<file path="src/rtl/mul_pkg.sv">
// rtl/mul_pkg.sv - state type, function codes and op-class decode for mul_acc.
// MUL_RADIX4_EN selects the 2-bit-per-cycle iteration width.
package mul_pkg;

  typedef enum logic [1:0] {S_IDLE, S_CALC, S_FIX, S_DONE} mul_state_t;

  // SPECIAL class
  localparam logic [5:0] FN_MFHI  = 6'h10;
  localparam logic [5:0] FN_MTHI  = 6'h11;
  localparam logic [5:0] FN_MFLO  = 6'h12;
  localparam logic [5:0] FN_MTLO  = 6'h13;
  localparam logic [5:0] FN_MULT  = 6'h18;
  localparam logic [5:0] FN_MULTU = 6'h19;
  // SPECIAL2 class
  localparam logic [5:0] FN_MADD  = 6'h00;
  localparam logic [5:0] FN_MADDU = 6'h01;
  localparam logic [5:0] FN_MUL   = 6'h02;
  localparam logic [5:0] FN_MSUB  = 6'h04;
  localparam logic [5:0] FN_MSUBU = 6'h05;

`ifdef MUL_RADIX4_EN
  localparam int CNT_W = 4;
  localparam int STEP  = 2;
`else
  localparam int CNT_W = 5;
  localparam int STEP  = 1;
`endif

  typedef struct packed {
    logic is_mult;
    logic is_acc;
    logic is_sub;
    logic is_signed;
  } op_class_t;

  function automatic op_class_t decode_op(input logic mul_op, input logic [5:0] func);
    op_class_t c;
    c = '0;
    if (mul_op) begin
      case (func)
        FN_MADD:  c = '{1'b1, 1'b1, 1'b0, 1'b1};
        FN_MADDU: c = '{1'b1, 1'b1, 1'b0, 1'b0};
        FN_MSUB:  c = '{1'b1, 1'b1, 1'b1, 1'b1};
        FN_MSUBU: c = '{1'b1, 1'b1, 1'b1, 1'b0};
        FN_MUL:   c = '{1'b1, 1'b0, 1'b0, 1'b1};
        default:  c = '0;
      endcase
    end else begin
      case (func)
        FN_MULT:  c = '{1'b1, 1'b0, 1'b0, 1'b1};
        FN_MULTU: c = '{1'b1, 1'b0, 1'b0, 1'b0};
        default:  c = '0;
      endcase
    end
    return c;
  endfunction

endpackage

</file>
<file path="src/rtl/mul_iter.sv">
// rtl/mul_iter.sv - unsigned shift-add multiplier core with iteration counter.
// MUL_RADIX4_EN retires two multiplier bits per cycle using 0/1x, 2x, 3x multiples.
module mul_iter
  import mul_pkg::*;
(
  input  logic        clock,
  input  logic        reset,
  input  logic        load,
  input  logic        run,
  input  logic [31:0] mag_a,
  input  logic [31:0] mag_b,
  output logic [63:0] product,
  output logic        done
);

  logic [CNT_W-1:0] count;
  logic [63:0]      acc;
  logic [63:0]      m1;
  logic [31:0]      mplier;
  logic [63:0]      addend;

`ifdef MUL_RADIX4_EN
  logic [63:0] m3;

  always_comb begin
    case (mplier[1:0])
      2'd0:    addend = '0;
      2'd1:    addend = m1;
      2'd2:    addend = {m1[62:0], 1'b0};
      default: addend = m3;
    endcase
  end

  always_ff @(posedge clock or posedge reset) begin
    if (reset)     m3 <= '0;
    else if (load) m3 <= {32'b0, mag_a} + {31'b0, mag_a, 1'b0};
    else if (run)  m3 <= m3 << STEP;
  end
`else
  always_comb addend = mplier[0] ? m1 : '0;
`endif

  always_ff @(posedge clock or posedge reset) begin
    if (reset) begin
      acc    <= '0;
      m1     <= '0;
      mplier <= '0;
      count  <= '0;
    end else if (load) begin
      acc    <= '0;
      m1     <= {32'b0, mag_a};
      mplier <= mag_b;
      count  <= '0;
    end else if (run) begin
      acc    <= acc + addend;
      m1     <= m1 << STEP;
      mplier <= mplier >> STEP;
      count  <= count + 1'b1;
    end
  end

  // done flags the cycle whose step is the last one, so the FSM leaves CALC on that edge
  assign done    = run & (&count);
  assign product = acc;

endmodule

</file>
<file path="src/rtl/mul_acc.sv">
// rtl/mul_acc.sv - iterative multiply/accumulate unit owning HI/LO, stalls EX while busy.
// MUL_RADIX4_EN (in mul_iter) halves the CALC phase; results are identical.
module mul_acc
  import mul_pkg::*;
(
  input  logic        clock,
  input  logic        reset,
  input  logic        Start,
  input  logic        MULOp,
  input  logic        ACCEn,
  input  logic        MULSelB,
  input  logic        Flush,
  input  logic [5:0]  Func,
  input  logic [31:0] A,
  input  logic [31:0] B,
  output logic [31:0] Result,
  output logic [31:0] HI,
  output logic [31:0] LO,
  output logic        Stall
);

  mul_state_t  state;
  op_class_t   dec;
  logic        idle, go, is_mul3, mt_hi, mt_lo;
  logic        acc_q, sub_q, mul3_q, neg_q;
  logic [31:0] mag_a, mag_b, res_q;
  logic [63:0] prod, fixed, sum;
  logic        iter_done;

  assign dec     = decode_op(MULOp, Func);
  assign idle    = (state == S_IDLE);
  assign go      = idle & Start & ~Flush & dec.is_mult;
  assign is_mul3 = MULOp & (Func == FN_MUL);
  assign mt_hi   = idle & Start & ~MULOp & ACCEn & ~MULSelB & (Func == FN_MTHI);
  assign mt_lo   = idle & Start & ~MULOp & ACCEn & ~MULSelB & (Func == FN_MTLO);

  // Magnitudes as unsigned 32-bit: 0x80000000 negates to itself, i.e. 2^31
  assign mag_a = (dec.is_signed & A[31]) ? (~A + 32'd1) : A;
  assign mag_b = (dec.is_signed & B[31]) ? (~B + 32'd1) : B;

  mul_iter u_iter (
    .clock   (clock),
    .reset   (reset),
    .load    (go),
    .run     (state == S_CALC),
    .mag_a   (mag_a),
    .mag_b   (mag_b),
    .product (prod),
    .done    (iter_done)
  );

  assign fixed = neg_q ? (~prod + 64'd1) : prod;
  assign sum   = sub_q ? ({HI, LO} - fixed) : ({HI, LO} + fixed);

  always_ff @(posedge clock or posedge reset) begin
    if (reset) begin
      state  <= S_IDLE;
      HI     <= '0;
      LO     <= '0;
      res_q  <= '0;
      acc_q  <= 1'b0;
      sub_q  <= 1'b0;
      mul3_q <= 1'b0;
      neg_q  <= 1'b0;
    end else if (Flush) begin
      state <= S_IDLE;
    end else begin
      case (state)
        S_IDLE: begin
          if (mt_hi) HI <= A;
          if (mt_lo) LO <= A;
          if (go) begin
            state  <= S_CALC;
            acc_q  <= dec.is_acc;
            sub_q  <= dec.is_sub;
            mul3_q <= is_mul3;
            neg_q  <= dec.is_signed & (A[31] ^ B[31]);
          end
        end
        S_CALC: if (iter_done) state <= S_FIX;
        S_FIX: begin
          if (mul3_q) begin
            res_q <= fixed[31:0];
          end else begin
            res_q    <= '0;
            {HI, LO} <= acc_q ? sum : fixed;
          end
          state <= S_DONE;
        end
        default: state <= S_IDLE;
      endcase
    end
  end

  always_comb begin
    Result = '0;
    if (state == S_DONE)
      Result = res_q;
    else if (idle & Start & ~MULOp & (Func == FN_MFHI))
      Result = HI;
    else if (idle & Start & ~MULOp & (Func == FN_MFLO))
      Result = LO;
  end

  assign Stall = go | (state == S_CALC) | (state == S_FIX);

endmodule

</file>
<file path="config.mk">
export PLATFORM = sky130hd
export DESIGN_NAME = mul_acc
export DESIGN_NICKNAME = d
export VERILOG_FILES = /design/src/rtl/mul_pkg.sv /design/src/rtl/mul_iter.sv /design/src/rtl/mul_acc.sv
export SDC_FILE = /design/constraint.sdc
export NUM_CORES = 1
export LEC_CHECK = 0
export CORE_UTILIZATION = 50
export DETAILED_ROUTE_END_ITERATION = 16
export PLACE_DENSITY = 0.71
export SETUP_SLACK_MARGIN = 0.1
export SYNTH_ARGS = -nofsm -noshare
export SYNTH_HDL_FRONTEND = slang
export SYNTH_HIERARCHICAL = 1
export SYNTH_SLANG_ARGS = --single-unit
export TNS_END_PERCENT = 100
</file>
<file path="constraint.sdc">
create_clock -name clock -period 22.3 [get_ports clock]
set_clock_uncertainty 0.1 [all_clocks]
set_input_delay 2.23 -clock clock [delete_from_list [all_inputs] [get_ports clock]]
set_output_delay 2.23 -clock clock [all_outputs]
set_load 0.02 [all_outputs]
</file>
==> flow_summary.ini <==
[run_status]
status = finished, final reports clean

[clock_tree]
cts_made_buffers = 34
cts.clk_slew.worst_paths_ns = 0.06
postCtsSetupBuffers = 0
cts-root-buf = clkbuf_16
postCtsHoldBufs = 0
cts_tree = yes
cts.sinks = 267
cts_max_level = 2
clk_path_buf_depth = 3
clk_latency_ns = 0.56
cts_resized = 0

[min_path]
hp-class = flip-flop to flip-flop
min_from = res_q[23]
hold_depth = 2
worstHoldEndpoint = res_q[23]

[critical_path]
path_delay_family = simple AND/OR/NAND/NOR gates
cp.buffers_inverters = 2
reg2reg_to = HI[24]
crit_top_cell = nor2_1
worst_setup_path_end_kind = flip-flop
crit_fanout = 11
reg2reg_setup_slack_ns = 14.21
cp_data_arrival_time_ns = 8.49
worstSetupPathType = flip-flop to flip-flop
r2r_start = u_iter/product[0]
crit_cells = 25
start_kind = flip-flop
max_stage_delay_ns = 0.67
slowest_stage = nor4b_2
ff2ff_path_depth = 25
crit_required_ns = 22.70

[timing]
slew_violations = 0
finalSetupTns_ns = 0
slew_headroom_pct = 12.0
min_period_ns = 8.09
rsz0062_at_grt = false
worst_pin_slew_ns = 1.32
setup_viol = 0
fmax_ghz = 0.124
hold_violations = 0
finalCritPeriodShare_pct = 36.3

[synthesis]
ys_seq_area_share_pct = 26.7
ys_dominant_reg_cell = dfrtp_1
synth_area_leaders = dfrtp_1 27%, ha_1 6.8%, o21ai_0 6.2%
synthArstFlopShare_pct = 100
syn_area_um2 = 25000
synth_edf_count = 0
synth.most_common_cell = nand2_1
yosysTopAreaCellShare_pct = 26.7
yosys_warnings = 6
syn_inst = 3164
synth_seq_cells = 267
ys_types = 103
syn_nets = 3379
yosys.area.top_type = dfrtp_1
synth_commonest_cells = 363 x nand2_1, 309 x o21ai_0, 294 x nor2_1
postSynthAreaPerCell_um2 = 7.91

[route]
drt_first_pass_iters = 6
antenna_left = 0
wl_per_cell_um = 23.2
drc_errors = 0
via_count = 25000
wirelength_mm = 90.5
first_iter_violations = 3018
viasPerCell = 6.40

[floorplan]
dieArea_um2 = 51000
die_y_um = 226
initial_core_util_pct = 50.9
num_rows = 81
pin_count = 174
dieWidth_um = 226
coreArea_um2 = 49200

[global_routing]
gr-usage-all-layers_pct = 35.1
grt_max_degree = 189
grt_pass1_vias = 22900
antenna_found_initial = 1
grt_overflow = 0
grt_first_pass_wirelength_mm = 138

[power_and_ir_drop]
powerDensity_nw_per_um2 = 155
peakVddDrop_mv = 0.0964
cellLeakagePower_uw = 0.0117

[finish]
utilization_pct = 57.7
syn_to_final_growth_pct = 13.3
fin_nets = 3427
drive_gt1_share_pct = 4.98

[placed_design]
io_buffers = 173
gp_congestion = 1.05
place.detailed.hpwl_mm = 70.1

[flow_run]
max_cap_violations = 0
[layout by cell type, fill, tap and decap left out, types with 133 or more instances in the layout]
| cell | Yosys | layout |
|---|---|---|
| xnor2_1 | 143 | 143 |
| o21ai_0 | 309 | 309 |
| clkdlybuf4s50_1 | 0 | 173 |
| ha_1 | 136 | 133 |
| nand2_1 | 363 | 362 |
| nor2_1 | 294 | 294 |
| mux2i_1 | 137 | 137 |
| dfrtp_1 | 267 | 264 |
| xor2_1 | 149 | 149 |
| a21oi_1 | 253 | 253 |
[cells by family (layout without fill, tap and decap cells)]
kind of cell | count (synthesis) | in the layout | share of synthesized area (%)
AND/OR/NAND/NOR | 1079 | 1079 | 21.1
multiplexers | 138 | 138 | 5.52
adder cells (fa/ha/maj) | 138 | 138 | 6.96
XOR/XNOR | 297 | 297 | 10.5
flip-flops | 267 | 267 | 26.7
other | 0 | 1 | 0
buffers and inverters | 241 | 313 | 3.77
AO/OA/AOI/OAI | 1004 | 1004 | 25.4
[sequential cells by signal, summed over array words and instances (netlist names)]
name	cells
HI	32
sub_q	1
res_q	32
state	2
u_iter/product	64
mul3_q	1
u_iter/m1	64
u_iter/count	5
LO	32
u_iter/mplier	32
acc_q	1
neg_q	1
[metrics by stage]
step           setup slack, ns  hold slack, ns  power, uW  instances  instance area [um2]
5_1_grt                  13.80           0.403       4670       3901                28400
3_5_place_dp             14.50           0.370       3690       3840                27100
4_1_cts                  14.45           0.383       4320       3900                28300
6_report                 14.21           0.379       4390       3901                28400
2_1_floorplan            14.76           0.350       2850       3164                25000
3_3_place_gp             14.81           0.364       3660       3840                27100
[metal layers]
metal	share of wire (%)	vias to the layer above	GRT usage [%]
met1	45	12000	50.8
met4	4.5	0	15.4
met5	0	-	0
met2	42	1181	51.8
li1	-	11600	-
met3	8.2	176	4.71
[how the worst max path moves through the flow]
| stage | from | endpoint |
|---|---|---|
| after floorplan | neg_q | HI[24] |
| after global placement | MULOp | Result[31] |
| after detailed placement | u_iter/product[0] | HI[24] |
| after CTS | u_iter/product[0] | HI[24] |
| after global routing | u_iter/product[0] | HI[24] |
| final | u_iter/product[0] | HI[24] |
[area by class of cell]
| type | instances | area, um2 |
|---|---|---|
| diodes | 1 | 2.50 |
| clock inverters | 13 | 245 |
| flip-flops and latches | 267 | 6690 |
| inverters | 55 | 214 |
| fillers | 4567 | 20800 |
| repair buffers | 198 | 1930 |
| well taps | 664 | 831 |
| multi-input cells | 2656 | 17400 |
| clock buffers | 47 | 991 |
[worst reg2reg max path, delay by kind of cell, from the launching register on]
kind / cells / cell delay, ns
and+or+nand+nor: 9 / 3.12
AOI/OAI and AO/OA: 11 / 3.00
adders and majority gates: 2 / 0.82
DFF: 1 / 0.50
buffers and inverters: 2 / 0.32
xor gates and xnor gates: 1 / 0.17
[power by group]
part	internal, uW	switching, uW
Sequential	687	340
Clock	383	239
Combinational	1050	1690
(Power assumes the default switching activity.)
